<file path="src/rtl/oled_pkg.sv">
// Shared types for the OLED transaction path: payload limits, transaction
// record and the arbiter state encoding.
package oled_pkg;
  localparam int OLED_MAX_BYTES = 15;
  localparam int OLED_PAYLOAD_W = 120;
  localparam int OLED_COUNT_W   = $clog2(OLED_MAX_BYTES + 1);

  typedef struct packed {
    logic                      data_type;
    logic [OLED_COUNT_W-1:0]   byte_count;
    logic [OLED_PAYLOAD_W-1:0] bytes;
  } oled_txn_t;

  typedef enum logic [1:0] {IDLE, XFER, GAP} oled_arb_state_t;
endpackage

</file>
<file path="src/rtl/oled_rr_pick.sv">
// Combinational round-robin picker: first set request strictly after ptr,
// wrapping, reported as a one-hot vector and an index.
module oled_rr_pick #(
  parameter int N  = 3,
  parameter int IW = $clog2(N)
) (
  input  logic [N-1:0]  req,
  input  logic [IW-1:0] ptr,
  output logic [N-1:0]  onehot,
  output logic [IW-1:0] idx,
  output logic          any
);
  int cand;

  always_comb begin
    onehot = '0;
    idx    = '0;
    any    = 1'b0;
    cand   = 0;
    for (int k = 1; k <= N; k++) begin
      cand = (int'(ptr) + k) % N;
      if (!any && req[cand]) begin
        any          = 1'b1;
        idx          = IW'(cand);
        onehot[cand] = 1'b1;
      end
    end
  end
endmodule

</file>
<file path="src/rtl/oled_arbiter.sv">
// Round-robin sequencer sharing the oled SPI transaction port among N_REQ
// requesters. Define OLED_ARB_TIMEOUT_EN to build the spi_done watchdog.
module oled_arbiter #(
  parameter int N_REQ          = 3,
  parameter int GAP_CYCLES     = 2,
  parameter int TIMEOUT_CYCLES = 1000000
) (
  input  logic                   clk,
  input  logic                   rst_n,
  input  logic                   oled_ready,
  input  logic [N_REQ-1:0]       req_valid,
  input  logic [N_REQ-1:0]       req_data_type,
  input  logic [4*N_REQ-1:0]     req_byte_count,
  input  logic [120*N_REQ-1:0]   req_bytes,
  output logic [N_REQ-1:0]       req_done,
  output logic [N_REQ-1:0]       grant,
  output logic                   busy,
  output logic                   oled_data_type,
  output logic [3:0]             oled_byte_count,
  output logic [119:0]           oled_send_bytes,
  input  logic                   oled_spi_done,
  output logic                   timeout_err
);
  import oled_pkg::*;

  localparam int IW = $clog2(N_REQ);
  localparam int GW = (GAP_CYCLES > 1) ? $clog2(GAP_CYCLES) : 1;
  localparam logic [GW-1:0] GAP_LOAD = GW'(GAP_CYCLES - 1);

  oled_arb_state_t   state_q, state_d;
  logic [IW-1:0]     ptr_q, ptr_d, owner_q, owner_d;
  logic [N_REQ-1:0]  grant_q, grant_d, done_q, done_d;
  logic              busy_q, busy_d;
  oled_txn_t         txn_q, txn_d, win;
  logic [GW-1:0]     gap_q, gap_d;
  logic              to_hit;

  logic [N_REQ-1:0]  pick_oh;
  logic [IW-1:0]     pick_idx;
  logic              pick_any;
  logic              arb_en;

  oled_rr_pick #(.N(N_REQ), .IW(IW)) u_pick (
    .req    (req_valid),
    .ptr    (ptr_q),
    .onehot (pick_oh),
    .idx    (pick_idx),
    .any    (pick_any)
  );

  always_comb begin
    win.data_type  = req_data_type[pick_idx];
    win.byte_count = req_byte_count[int'(pick_idx)*OLED_COUNT_W +: OLED_COUNT_W];
    win.bytes      = req_bytes[int'(pick_idx)*OLED_PAYLOAD_W +: OLED_PAYLOAD_W];
  end

  // The last GAP cycle doubles as an arbitration slot so the zero-count
  // window between payloads is exactly GAP_CYCLES long.
  assign arb_en = (state_q == IDLE) || (state_q == GAP && gap_q == '0);

  always_comb begin
    state_d = state_q;
    ptr_d   = ptr_q;
    owner_d = owner_q;
    grant_d = grant_q;
    done_d  = '0;
    txn_d   = txn_q;
    gap_d   = gap_q;
    case (state_q)
      XFER: begin
        if (!oled_ready) begin
          grant_d          = '0;
          txn_d.byte_count = '0;
          ptr_d            = (owner_q == '0) ? IW'(N_REQ - 1) : owner_q - 1'b1;
          state_d          = GAP;
          gap_d            = GAP_LOAD;
        end else if (oled_spi_done || to_hit) begin
          done_d           = grant_q;
          grant_d          = '0;
          txn_d.byte_count = '0;
          state_d          = GAP;
          gap_d            = GAP_LOAD;
        end
      end
      GAP: begin
        if (gap_q != '0) gap_d = gap_q - 1'b1;
        else             state_d = IDLE;
      end
      default: ;
    endcase
    if (arb_en && oled_ready && pick_any) begin
      ptr_d = pick_idx;
      if (win.byte_count == '0) begin
        done_d  = pick_oh;
        state_d = GAP;
        gap_d   = GAP_LOAD;
      end else begin
        txn_d   = win;
        grant_d = pick_oh;
        owner_d = pick_idx;
        state_d = XFER;
      end
    end
    busy_d = (state_d != IDLE);
  end

  always_ff @(posedge clk or negedge rst_n) begin
    if (!rst_n) begin
      state_q <= IDLE;
      ptr_q   <= IW'(N_REQ - 1);
      owner_q <= '0;
      grant_q <= '0;
      done_q  <= '0;
      busy_q  <= 1'b0;
      txn_q   <= '0;
      gap_q   <= '0;
    end else begin
      state_q <= state_d;
      ptr_q   <= ptr_d;
      owner_q <= owner_d;
      grant_q <= grant_d;
      done_q  <= done_d;
      busy_q  <= busy_d;
      txn_q   <= txn_d;
      gap_q   <= gap_d;
    end
  end

`ifdef OLED_ARB_TIMEOUT_EN
  logic [23:0] wdog_q, wdog_d;
  logic        terr_q, terr_d;

  always_comb begin
    wdog_d = (state_q == XFER) ? wdog_q + 24'd1 : '0;
    to_hit = (state_q == XFER) && (wdog_q == 24'(TIMEOUT_CYCLES - 1));
    terr_d = terr_q | (to_hit && oled_ready && !oled_spi_done);
  end

  always_ff @(posedge clk or negedge rst_n) begin
    if (!rst_n) begin
      wdog_q <= '0;
      terr_q <= 1'b0;
    end else begin
      wdog_q <= wdog_d;
      terr_q <= terr_d;
    end
  end

  assign timeout_err = terr_q;
`else
  logic unused_timeout_cfg;
  assign unused_timeout_cfg = ^TIMEOUT_CYCLES;
  assign to_hit      = 1'b0;
  assign timeout_err = 1'b0;
`endif

  assign grant           = grant_q;
  assign req_done        = done_q;
  assign busy            = busy_q;
  assign oled_data_type  = txn_q.data_type;
  assign oled_byte_count = txn_q.byte_count;
  assign oled_send_bytes = txn_q.bytes;
endmodule

</file>
<file path="config.mk">
export PLATFORM = sky130hd
export DESIGN_NAME = oled_arbiter
export DESIGN_NICKNAME = d
export VERILOG_FILES = /design/src/rtl/oled_pkg.sv /design/src/rtl/oled_rr_pick.sv /design/src/rtl/oled_arbiter.sv
export SDC_FILE = /design/constraint.sdc
export NUM_CORES = 1
export LEC_CHECK = 0
export CORE_AREA = 2 2 200 202
export CTS_CLUSTER_SIZE = 20
export DETAILED_ROUTE_END_ITERATION = 10
export DIE_AREA = 0 0 202 204
export DONT_BUFFER_PORTS = 1
export PLACE_DENSITY_LB_ADDON = 0.05
export SYNTH_ARGS = -nofsm -noshare
export SYNTH_HDL_FRONTEND = slang
export SYNTH_SLANG_ARGS = --single-unit
</file>
<file path="constraint.sdc">
create_clock -name clk -period 4.2 [get_ports clk]
set_input_delay 0.42 -clock clk [delete_from_list [all_inputs] [get_ports clk]]
set_output_delay 0.42 -clock clk [all_outputs]
set_load 0.005 [all_outputs]
</file>
==> impl_metrics.json <==
{
  "wl_mm": 27.5,
  "hold_buffers": 2,
  "drt-initial-drc-count": 245,
  "start_util": 0.211,
  "dieArea_um2": 41200,
  "tightest_slew_ns": 0.822,
  "grt_max_degree": 140,
  "layout_commonest_cell": "dfrtp_1",
  "syn_nets": 1190,
  "io_buffers": 0,
  "cp.required_ns": 4.50,
  "final_antenna_net_count": 0,
  "cts_tree": "done",
  "syn_area_um2": 8270,
  "synth-edff-count": 0,
  "max_freq_ghz": 0.301,
  "ioPinCount": 515,
  "whs_endpoint": "oled_send_bytes[110]",
  "critPathLaunchType": "flip-flop",
  "drc": 0,
  "root_buffer": "clkbuf_16",
  "setup_tns_ns": 0,
  "synth-seq-cells": 139,
  "crit_type": "reg -> reg",
  "leakage_nw": 4.15,
  "cts.path.max_buffers": 2,
  "postPlaceCellArea_um2": 8760,
  "min_period_over_period": 0.790,
  "cts_setup_buffers": 0,
  "h-tree-depth": 4,
  "critical_path_arrival_ns": 3.62,
  "avgViaCountPerCell": 4.54,
  "cts_resized": 0,
  "outcome": "finished clean",
  "ir_drop_v": 0.000666,
  "dominantRegCellSynth": "dfrtp_1",
  "drt_pass1_iterations": 4,
  "synth_cell_types": 43,
  "die_h_um": 204,
  "min_from": "req_bytes[350]",
  "die_x_um": 202,
  "hp-class": "in -> reg",
  "fp-row-count": 73,
  "gr-total-overflow": 0,
  "hpwl_mm": 21.5,
  "layout_common_cells": "dfrtp_1 (138), nand2_1 (135), mux2i_1 (133)",
  "ff2ff_path_depth": 9,
  "min_path_cells": 3,
  "syn2layout_area_growth_pct": 13.7,
  "crit_fanout": 30,
  "min_period_ns": 3.32,
  "grt_antenna_before_repair": 2,
  "cap_viol_max_count": 0,
  "finalNetCount": 1161,
  "ys_async_sr_fraction": 1.00,
  "grt_pass1_vias": 6353,
  "ys_seq_area_frac": 0.421,
  "grt_setup_unrepaired": "no",
  "r2r_start": "ptr_q[1]",
  "final_area_um2": 9400,
  "grt_usage": 0.128,
  "clk_pin_slew_ns": 0.06,
  "setup_viol": 0,
  "reg2reg_to": "oled_send_bytes[27]",
  "drive_gt1_frac": 0.120,
  "worstSkewPairLatency_ns": 0.43,
  "ys_warn_count": 0,
  "finClkSkew_ns": 0.00564,
  "grt_pass1_wl_mm": 39.2,
  "vias": 5943,
  "syn-mean-instance-area_um2": 10.3,
  "end_kind": "flip-flop",
  "cts_buffers": 17,
  "gp_congestion": 0.843,
  "slew_headroom": 0.448,
  "drv_slew": 0,
  "post_drt_wl_per_cell_um": 21.0,
  "hold_viol": 0,
  "cts.sinks": 139,
  "powerDensity_nw_per_um2": 994,
  "reg2reg_slack_ns": 0.88,
  "synth_cells": 800,
  "core_um2": 39200
}
-- Yosys cell counts, types with 2 or more instances --
master / instances / area share
mux2_1: 80 / 0.11
nor4_1: 4 / 0.0030
a211oi_1: 5 / 0.0045
a31o_2: 5 / 0.0053
and3b_1: 2 / 0.0021
a21oi_1: 6 / 0.0036
nand2b_1: 4 / 0.0030
mux2i_1: 133 / 0.16
nand2_1: 135 / 0.061
dfrtp_1: 138 / 0.42
nand3_1: 2 / 0.0012
o21ai_0: 125 / 0.076
mux2_2: 45 / 0.061
nor2_1: 12 / 0.0054
ha_1: 8 / 0.012
inv_1: 10 / 0.0045
nor2b_1: 7 / 0.0053
buf_6: 9 / 0.012
clkbuf_1: 17 / 0.0077
buf_2: 30 / 0.018
-- state kept, by name, summed over array words and instances, names as in the netlist --
register	cells
state_q	2
owner_q	2
oled_send_bytes	120
oled_byte_count	4
oled_data_type	1
req_done	3
busy	1
gap_q	1
grant	3
ptr_q	2
-- cell families after synthesis --
logic type | synth area share
buffers and inverters | 0.0440
adder cells (fa/ha/maj) | 0.0121
multiplexers | 0.334
other | 0.000454
AO/OA/AOI/OAI | 0.104
AND/OR/NAND/NOR | 0.0849
flip-flops | 0.421
-- report_power, final --
group	leakage (nW)	internal, mW	switching, mW
combinational	2.18	2.32	2.73
clock	0.293	0.963	0.596
sequential	1.68	2.06	0.675
total	4.15	5.34	4.00
-- layout make-up --
class                           count  area (um2)
Timing Repair Buffer               10         173
Antenna cell                        2        5.00
Sequential cell                   139        3480
Clock inverter                     10         143
Fill cell                        4193       29800
Clock buffer                       21         460
Tap cell                          525         657
Multi-Input combinational cell    593        4450
Inverter                           10        37.5
-- through the flow --
stage / std cells / util / setup WS (ns) / power, mW / hold slack [ns]
6_report: 1310 / 0.240 / 0.881 / 9.34 / 0.217
5_1_grt: 1310 / 0.240 / 0.566 / 10.2 / 0.211
3_5_place_dp: 1275 / 0.223 / 0.872 / 7.95 / 0.128
2_1_floorplan: 800 / - / 1.34 / 6.58 / 0.124
4_1_cts: 1308 / 0.240 / 0.856 / 9.61 / 0.182
3_3_place_gp: 1275 / 0.223 / 0.980 / 7.87 / 0.129
-- routing by layer --
metal,vias up,routed length (um),global-route usage,share of wire
li1,2771,-,-,-
met1,2798,10400,0.138,0.38
met2,348,14300,0.233,0.52
met3,26,2320,0.0408,0.084
met4,0,567,0.0507,0.021
met5,-,0,0,0
-- worst max-delay path by stage --
stage,start,to,slack [ns],cells after the start
2_1_floorplan,ptr_q[1],oled_send_bytes[14],1.34,11
3_3_place_gp,ptr_q[1],oled_send_bytes[29],0.98,9
3_5_place_dp,ptr_q[1],oled_send_bytes[27],0.87,9
4_1_cts,ptr_q[1],oled_send_bytes[27],0.86,9
5_1_grt,ptr_q[0],oled_send_bytes[27],0.57,9
6_report,ptr_q[1],oled_send_bytes[27],0.88,9
-- worst max-delay path, stage by stage, from the launching register on --
cell and delay [ns]:
dfstp_2 0.54, inv_1 0.07, ha_1 0.27, mux2_2 0.28
a21oi_1 0.15, a31oi_1 0.63, nor2_1 0.21, o21bai_4 0.23
buf_4 0.40, mux2_1 0.37
Note: power is estimated with default switching activity, not from simulation.
